===== config.mk =====
export PLATFORM = sky130hd
export DESIGN_NAME = writeback_stage
export DESIGN_NICKNAME = d
export VERILOG_FILES = /design/src/rtl/writeback_stage_pkg.sv /design/src/rtl/writeback_stage_pipe_reg.sv /design/src/rtl/writeback_stage.sv
export SDC_FILE = /design/constraint.sdc
export NUM_CORES = 1
export LEC_CHECK = 0
export CELL_PAD_IN_SITES_DETAIL_PLACEMENT = 0
export CELL_PAD_IN_SITES_GLOBAL_PLACEMENT = 1
export CORE_MARGIN = 1.5
export CORE_UTILIZATION = 33
export CTS_CLUSTER_SIZE = 24
export DETAILED_ROUTE_END_ITERATION = 7
export HOLD_SLACK_MARGIN = 0.02
export PLACE_DENSITY_LB_ADDON = 0.2
export SETUP_SLACK_MARGIN = 0.1
export SLEW_MARGIN = 10
export SYNTH_ARGS = -nofsm -noshare
export SYNTH_HDL_FRONTEND = slang
export SYNTH_SLANG_ARGS = --single-unit

===== constraint.sdc =====
create_clock -name CLK -period 2.95 [get_ports CLK]
set_input_delay 0.295 -clock CLK [delete_from_list [all_inputs] [get_ports CLK]]
set_output_delay 0.295 -clock CLK [all_outputs]
set_load 0.005 [all_outputs]

===== src/rtl/writeback_stage_pkg.sv =====
// Shared Y86-64 pipeline constants: status codes, register/icode encodings
// and the W pipeline register layout with its bubble value.
package writeback_stage_pkg;

    localparam int DATA_WID = 64;
    localparam int ADDR_WID = 4;

    typedef enum logic [2:0] {
        STAT_BUB = 3'd0,
        STAT_AOK = 3'd1,
        STAT_HLT = 3'd2,
        STAT_ADR = 3'd3,
        STAT_INS = 3'd4
    } stat_e;

    localparam logic [ADDR_WID-1:0] RNONE     = 4'hF;
    localparam logic [3:0]          ICODE_NOP = 4'h1;

    typedef struct packed {
        logic [2:0]          stat;
        logic [3:0]          icode;
        logic [DATA_WID-1:0] val_e;
        logic [DATA_WID-1:0] val_m;
        logic [ADDR_WID-1:0] dst_e;
        logic [ADDR_WID-1:0] dst_m;
    } w_reg_t;

    localparam w_reg_t W_BUBBLE = '{
        stat:  STAT_BUB,
        icode: ICODE_NOP,
        val_e: '0,
        val_m: '0,
        dst_e: RNONE,
        dst_m: RNONE
    };

    function automatic logic is_fault(input logic [2:0] stat);
        return (stat == STAT_HLT) || (stat == STAT_ADR) || (stat == STAT_INS);
    endfunction

endpackage


===== src/rtl/writeback_stage_pipe_reg.sv =====
// Generic pipeline register: stall holds, bubble loads BUBBLE, else loads d.
// Stall has priority over bubble; synchronous reset loads BUBBLE.
module writeback_stage_pipe_reg #(
    parameter int               WID    = 8,
    parameter logic [WID-1:0]   BUBBLE = '0
) (
    input  logic           clk,
    input  logic           rst,
    input  logic           stall,
    input  logic           bubble,
    input  logic [WID-1:0] d,
    output logic [WID-1:0] q
);

    logic [WID-1:0] q_d;
    logic [WID-1:0] q_q;

    always_comb begin
        q_d = q_q;
        if (stall) begin
            q_d = q_q;
        end else if (bubble) begin
            q_d = BUBBLE;
        end else begin
            q_d = d;
        end
    end

    always_ff @(posedge clk) begin
        if (rst) begin
            q_q <= BUBBLE;
        end else begin
            q_q <= q_d;
        end
    end

    assign q = q_q;

endmodule


===== src/rtl/writeback_stage.sv =====
// Y86-64 W stage: W pipeline register, register-file write gating, sticky
// halt flag and a saturating retired-instruction counter.
module writeback_stage
    import writeback_stage_pkg::*;
#(
    parameter int CNT_WID = 32
) (
    input  logic                CLK,
    input  logic                RST,
    input  logic                W_stall,
    input  logic                W_bubble,
    input  logic [2:0]          m_stat,
    input  logic [3:0]          m_icode,
    input  logic [DATA_WID-1:0] m_valE,
    input  logic [DATA_WID-1:0] m_valM,
    input  logic [ADDR_WID-1:0] m_dstE,
    input  logic [ADDR_WID-1:0] m_dstM,
    output logic [DATA_WID-1:0] valE,
    output logic [DATA_WID-1:0] valM,
    output logic [ADDR_WID-1:0] destE,
    output logic [ADDR_WID-1:0] destM,
    output logic [2:0]          W_stat,
    output logic [3:0]          W_icode,
    output logic                halted,
    output logic [CNT_WID-1:0]  retired
);

    w_reg_t w_in;
    w_reg_t w_q;

    logic               halted_d, halted_q;
    logic               fresh_d, fresh_q;
    logic [CNT_WID-1:0] retired_d, retired_q;
    logic               wr_ok;
    logic               count_en;

    assign w_in = '{stat: m_stat, icode: m_icode, val_e: m_valE,
                    val_m: m_valM, dst_e: m_dstE, dst_m: m_dstM};

    // A halted machine freezes W exactly like a stall.
    writeback_stage_pipe_reg #(
        .WID    ($bits(w_reg_t)),
        .BUBBLE (W_BUBBLE)
    ) u_w_reg (
        .clk    (CLK),
        .rst    (RST),
        .stall  (halted_q || W_stall),
        .bubble (W_bubble),
        .d      (w_in),
        .q      (w_q)
    );

    always_comb begin
        halted_d  = halted_q || is_fault(w_q.stat);
        fresh_d   = !(halted_q || W_stall || W_bubble);
        count_en  = fresh_q && (w_q.stat == STAT_AOK) && !halted_q;
        retired_d = retired_q;
        if (count_en && (retired_q != {CNT_WID{1'b1}})) begin
            retired_d = retired_q + CNT_WID'(1);
        end
    end

    always_ff @(posedge CLK) begin
        if (RST) begin
            halted_q  <= 1'b0;
            fresh_q   <= 1'b0;
            retired_q <= '0;
        end else begin
            halted_q  <= halted_d;
            fresh_q   <= fresh_d;
            retired_q <= retired_d;
        end
    end

    // On a same-register conflict only the M write (load result) survives.
    assign wr_ok   = (w_q.stat == STAT_AOK) && !halted_q;
    assign destM   = wr_ok ? w_q.dst_m : RNONE;
    assign destE   = (wr_ok && (w_q.dst_e != w_q.dst_m)) ? w_q.dst_e : RNONE;
    assign valE    = w_q.val_e;
    assign valM    = w_q.val_m;
    assign W_stat  = w_q.stat;
    assign W_icode = w_q.icode;
    assign halted  = halted_q;
    assign retired = retired_q;

endmodule

==> results of run 1 <==
[metrics by stage]
stage | hold WS (ns) | util [%]
final | 0.462 | 48.5
after global routing | 0.433 | 48.5
after CTS | 0.437 | 48.5
after detailed placement | 0.463 | 45.6
after global placement | 0.460 | 45.6
after floorplan | 0.404 | -
[state kept, by name (all words and copies together), names as in the netlist]
name,count
fresh_q,1
halted,1
retired,32
u_w_reg.q,143
[power by group]
part           switching (mW)  leakage [nW]  total, mW  internal [mW]
Combinational           0.191          1.96      0.573          0.382
Clock                    1.00         0.295       2.35           1.35
Sequential             0.0537          1.44       2.53           2.48
Total                    1.25          3.70       5.46           4.22
[critical path, cell delays in order (launching register included)]
cell,delay (ns)
sky130_fd_sc_hd__dfxtp_1,0.36
sky130_fd_sc_hd__nor4b_4,0.55
sky130_fd_sc_hd__o41ai_1,0.24
sky130_fd_sc_hd__or2_2,0.31
sky130_fd_sc_hd__clkdlybuf4s50_1,0.47
[cell type report]
type | count | share of cell area (%)
clock buffer | 19 | 4.24
clock inverter | 13 | 1.73
inverter | 5 | 0.209
multi-input combinational | 323 | 23.4
sequential | 177 | 34.7
tap | 275 | 3.37
timing repair buffer | 327 | 32.3
[worst max path at each step]
| stage | startpoint | end | slack (ns) | cells past startpoint |
|---|---|---|---|---|
| after floorplan | retired[0] | retired[22] | 0.92 | 7 |
| after global placement | retired[8] | retired[23] | 0.64 | 5 |
| after detailed placement | retired[0] | retired[22] | 0.59 | 6 |
| after CTS | u_w_reg.q[141] | destE[1] | 0.27 | 4 |
| after global routing | u_w_reg.q[140] | destE[1] | 0.11 | 4 |
| final | u_w_reg.q[141] | destE[1] | 0.31 | 4 |
[per-layer routing]
layer  routed length (um)  track usage (%)  vias up
met5                    0                0        -
met4                  371             5.40        0
met3                 1520             6.95       20
met2                10400             30.4      186
met1                 8160             20.8     2653
li1                     -                -     2699
[cells in the mapped netlist (all sizes together)]
cell type	n	area [um2]
a211o	1	8.76
a21oi	22	110
a22o	133	1160
a31o	2	17.5
a31oi	1	6.26
and2	2	12.5
and3	5	31.3
and4	4	35.0
buf	144	1050
clkbuf	28	105
dfxtp	177	3540
ha	1	12.5
inv	5	18.8
mux2	5	56.3
mux2i	1	10.0
nand2	16	60.1
nand2b	4	25.0
nand3	11	55.1
nand4	13	87.6
nand4b	1	8.76
nor2	16	60.1
nor2b	5	31.3
nor3	2	10.0
nor4	6	50.0
nor4b	2	32.5
o21ai	17	85.1
o22a	9	78.8
o311ai	1	8.76
o31a	1	8.76
o31ai	5	37.5
o41ai	1	8.76
or2	5	31.3
or3	17	106
or4	5	37.5
xnor2	2	17.5
xor2	7	61.3
[kinds of logic (layout without fill, tap and decap cells)]
logic type / after synthesis / count (layout) / share of synthesized area, %
buffers and inverters: 177 / 364 / 16.6
multiplexers: 6 / 6 / 0.936
AND/OR/NAND/NOR: 114 / 114 / 9.52
XOR/XNOR: 9 / 9 / 1.11
flip-flops: 177 / 177 / 50.0
AO/OA/AOI/OAI: 193 / 193 / 21.7
adder cells (fa/ha/maj): 1 / 1 / 0.177
==> impl_metrics.yaml, run 1 <==
floorplanning:
  initial_utilization_pct: 33.7
  coreArea_mm2: 0.0210
  die_w_um: 150
  dieHeight_um: 150
  floorplan.rows: 53
  die-area_mm2: 0.0224
  num_io_pins: 323
timing:
  finalHoldViolCount: 0
  layout_setup_ws_ns: 0.313
  setup-violations-final: 0
  maxSlewHeadroom_pct: 33.1
  layout_min_cycle_time_ns: 2.64
  timing.final.max_slew_violations: 0
  skew_ns: 0.0131
  period_share_pct: 89.4
  timing.fmax_mhz: 379
  worst_pin_slew_ns: 1.00
  summed_negative_setup_slack_over_all_endpoints_ns: 0
  rsz0062_at_grt: "no"
final_layout:
  fin_cells: 1139
  filler_cell_count: 1926
  mostFrequentLayoutCells: "sky130_fd_sc_hd__clkdlybuf4s50_1 (322), sky130_fd_sc_hd__dfxtp_1 (177), sky130_fd_sc_hd__a22o_1 (133)"
  multi_input_comb_area_mm2: 0.00238
  final_net_count: 999
  ff_latch_area_mm2: 0.00354
  drive_gt1_share_pct: 5.56
  diodes: 0
  syn_to_final_growth_pct: 44.0
  layout.cells.most_common: "sky130_fd_sc_hd__clkdlybuf4s50_1"
  final_cell_area_mm2: 0.0102
critical_path:
  reg2reg_from: "retired[0]"
  cp.arrival_ns: 2.34
  worstRegToRegCells: 6
  r2r-end: "retired[22]"
  worst_setup_path_start_kind: "register"
  ff2ff_setup_slack_ns: 0.58
  worst_path_class_setup: "register to output pin"
  worstPathRequired_ns: 2.65
  highest_net_fanout_along_the_worst_path: 9
  crit_path_end_kind: "output pin"
synth:
  syn_nets: 825
  synth_seq_area_share_pct: 50.0
  synth_area_mm2: 0.00708
  ys_types: 44
  syn_avg_cell_area_um2: 10.5
  yosys_warnings: 0
  syn_inst: 677
  yosys_register_bits: 177
drt:
  route.final.wire_length_um: 20400
  detail_route.vias_per_cell: 4.88
  detail-route-antenna-nets: 0
  route.detailed.wl_per_inst_um: 17.9
  detailroute.via_count: 5558
  router_iterations_before_antenna_repair: 4
  remaining_drc_errors: 0
  drt_iter0_markers: 142
power:
  report.power.total_mw: 5.46
  leakagePower_nw: 3.70
  power_density_mw_per_mm2: 535
  ir_drop_mv: 0.352
flow_run:
  timing.max_cap.violations: 0
global_routing:
  track_usage_pct: 17.9
  grt_first_pass_wirelength_um: 30900
  grt_start_max_net_pins: 79
  first_global_vias: 5618
  initial_antenna_violation_count: 0
  grt.overflow.total: 0
place:
  numPortBuffers: 322
  place.detailed.instances: 1107
  place_hpwl_um: 14900
  placement.setup.worst_slack_ns: 0.588
  post_dp_cell_area_mm2: 0.00959
  gpl.final_weighted_congestion: 0.793
clocking:
  post-cts-setup-buffers: 0
  clockRootBuffer: "sky130_fd_sc_hd__clkbuf_16"
  tritoncts: "yes"
  cts.path.max_buffers: 2
  worst_setup_hold_path_clk_slew_ns: 0.07
  htree_levels: 4
  postCtsResizedCells: 0
  clock_sink_count: 177
  clock_insertion_delay_worst_skew_ns: 0.42
  number_of_buffers_created_by_cts: 17
  postCtsHoldBufs: 0
hold_path:
  min_delay_worst_endpoint: "u_w_reg.q[58]"
  timing.hold.worst.start: "m_valM[50]"
  hold-path-cell-count: 2
  worstHoldPathType: "input pin to register"
outcome:
  status: "complete, no violations"
(Power assumes the default switching activity.)
==> run 2, diff against run 1 <==
PLACE_DENSITY_LB_ADDON = 0.1   (was 0.2)
==> run 2 against run 1 <==
Effect of this change:
- clock skew fell by 0.0017 ns
- critical endpoint is now destE[2]
- sequential cell count did not move
- count of clock-buffer cells in the layout fell by 1
- die area did not move
- critical path depth did not move
- final cell count rose by 0.18%
- routed wire length fell by 2.5%
- hold slack got worse by 0.010 ns
- sequential share of layout area rose by 0.072 points
- design area fell by 0.21%
- power fell by 2.7%
- combinational power barely moved
==> impl_metrics.yaml, run 2 (same netlist as run 1, synthesis figures left out) <==
floorplanning:
  die-area_mm2: 0.0224
  die_w_um: 150
  floorplan.rows: 53
  coreArea_mm2: 0.0210
  num_io_pins: 323
  initial_utilization_pct: 33.7
  dieHeight_um: 150
critical_path:
  worstPathRequired_ns: 2.65
  worst_setup_path_start_kind: "register"
  worst_path_class_setup: "register to output pin"
  ff2ff_setup_slack_ns: 0.64
  highest_net_fanout_along_the_worst_path: 4
  crit_path_end_kind: "output pin"
  cp.arrival_ns: 2.14
final_layout:
  multi_input_comb_area_mm2: 0.00237
  final_net_count: 1001
  filler_cell_count: 1930
  ff_latch_area_mm2: 0.00354
  layout.cells.most_common: "sky130_fd_sc_hd__clkdlybuf4s50_1"
  drive_gt1_share_pct: 5.89
  diodes: 0
  largest_reg_flops: 143
  finalCoreUtilization_pct: 48.4
  mostFrequentLayoutCells: "sky130_fd_sc_hd__clkdlybuf4s50_1 (322), sky130_fd_sc_hd__dfxtp_1 (177), sky130_fd_sc_hd__a22o_1 (133)"
  syn_to_final_growth_pct: 43.7
global_routing:
  first_global_vias: 5576
  initial_antenna_violation_count: 0
  grt_start_max_net_pins: 134
  grt.overflow.total: 0
  grt_first_pass_wirelength_um: 30200
  track_usage_pct: 17.4
drt:
  detailroute.via_count: 5550
  detail-route-antenna-nets: 0
  remaining_drc_errors: 0
  drt_iter0_markers: 196
  route.detailed.wl_per_inst_um: 17.5
  route.final.wire_length_um: 19900
  detail_route.vias_per_cell: 4.86
  router_iterations_before_antenna_repair: 4
timing:
  timing.fmax_mhz: 410
  finalHoldViolCount: 0
  layout_min_cycle_time_ns: 2.44
  worst_pin_slew_ns: 0.705
  timing.final.max_slew_violations: 0
  maxSlewHeadroom_pct: 53.0
  setup-violations-final: 0
  period_share_pct: 82.7
  skew_ns: 0.0114
  rsz0062_at_grt: "no"
  summed_negative_setup_slack_over_all_endpoints_ns: 0
clocking:
  tritoncts: "yes"
  htree_levels: 4
  clock_sink_count: 177
  number_of_buffers_created_by_cts: 17
  worst_setup_hold_path_clk_slew_ns: 0.08
  cts.path.max_buffers: 2
  clock_insertion_delay_worst_skew_ns: 0.43
  clockRootBuffer: "sky130_fd_sc_hd__clkbuf_16"
place:
  numPortBuffers: 322
  place_hpwl_um: 14500
  gpl.final_weighted_congestion: 0.761
hold_path:
  worstHoldPathType: "input pin to register"
power:
  leakagePower_nw: 3.69
  ir_drop_mv: 0.383
  power_density_mw_per_mm2: 522
outcome:
  status: "complete, no violations"
flow_run:
  timing.max_cap.violations: 0
[run 2: cell count changes in the layout (fill, tap and decap cells not counted), sizes merged]
| cell | before | now |
|---|---|---|
| buf | 5 | 7 |
| bufinv | 3 | 0 |
| clkbuf | 19 | 18 |
| clkinvlp | 1 | 2 |
| inv | 9 | 12 |
[run 2: stage by stage]
step / hold slack [ns] / std cells / instance area, um2 / setup WS [ns] / total power, mW
CTS: 0.430 / 1139 / 10200 / 0.239 / 5.39
floorplan: 0.404 / 677 / 7080 / 0.923 / 2.85
finish: 0.452 / 1141 / 10200 / 0.510 / 5.31
global placement: 0.460 / 1107 / 9580 / 0.664 / 3.15
detailed placement: 0.463 / 1107 / 9580 / 0.585 / 3.16
global route: 0.435 / 1141 / 10200 / 0.276 / 5.54
[run 2: area by class of cell]
type                    instances  area share [%]
clock buffers                  18            4.32
clock inverters                14            1.39
inverters                       5           0.209
multi-input cells             323            23.3
flip-flops and latches        177            34.8
well taps                     275            3.38
repair buffers                329            32.6
[run 2: final timing paths]
check	start	to	cells past startpoint
max reg2reg	retired[0]	retired[26]	6
min reg2reg	u_w_reg.q[112]	u_w_reg.q[112]	1
min	m_valM[45]	u_w_reg.q[53]	2
max	u_w_reg.q[3]	destE[2]	4
[run 2: worst max-delay path, stage by stage (launching register included)]
cell and delay (ns):
sky130_fd_sc_hd__dfxtp_1 0.33, sky130_fd_sc_hd__xor2_1 0.16, sky130_fd_sc_hd__o41ai_1 0.53, sky130_fd_sc_hd__or2_2 0.21, sky130_fd_sc_hd__clkdlybuf4s50_1 0.49
[run 2: power breakdown]
part / total (mW) / switching [mW] / internal (mW)
combinational: 0.572 / 0.190 / 0.382
sequential: 2.53 / 0.0531 / 2.48
clock: 2.21 / 1.06 / 1.15
[run 2: repair_timing]
item	in CTS	in global routing
gates resized for setup	0	0
endpoints found under the setup margin	0	4
hold buffers	0	0
buffers inserted	0	2
[run 2: per-layer routing]
layer | routed length [um] | track usage [%] | vias to the layer above
li1 | - | - | 2699
met1 | 8150 | 20.3 | 2633
met2 | 9770 | 29.2 | 195
met3 | 1630 | 7.04 | 23
met4 | 374 | 5.45 | 0
met5 | 0 | 0 | -
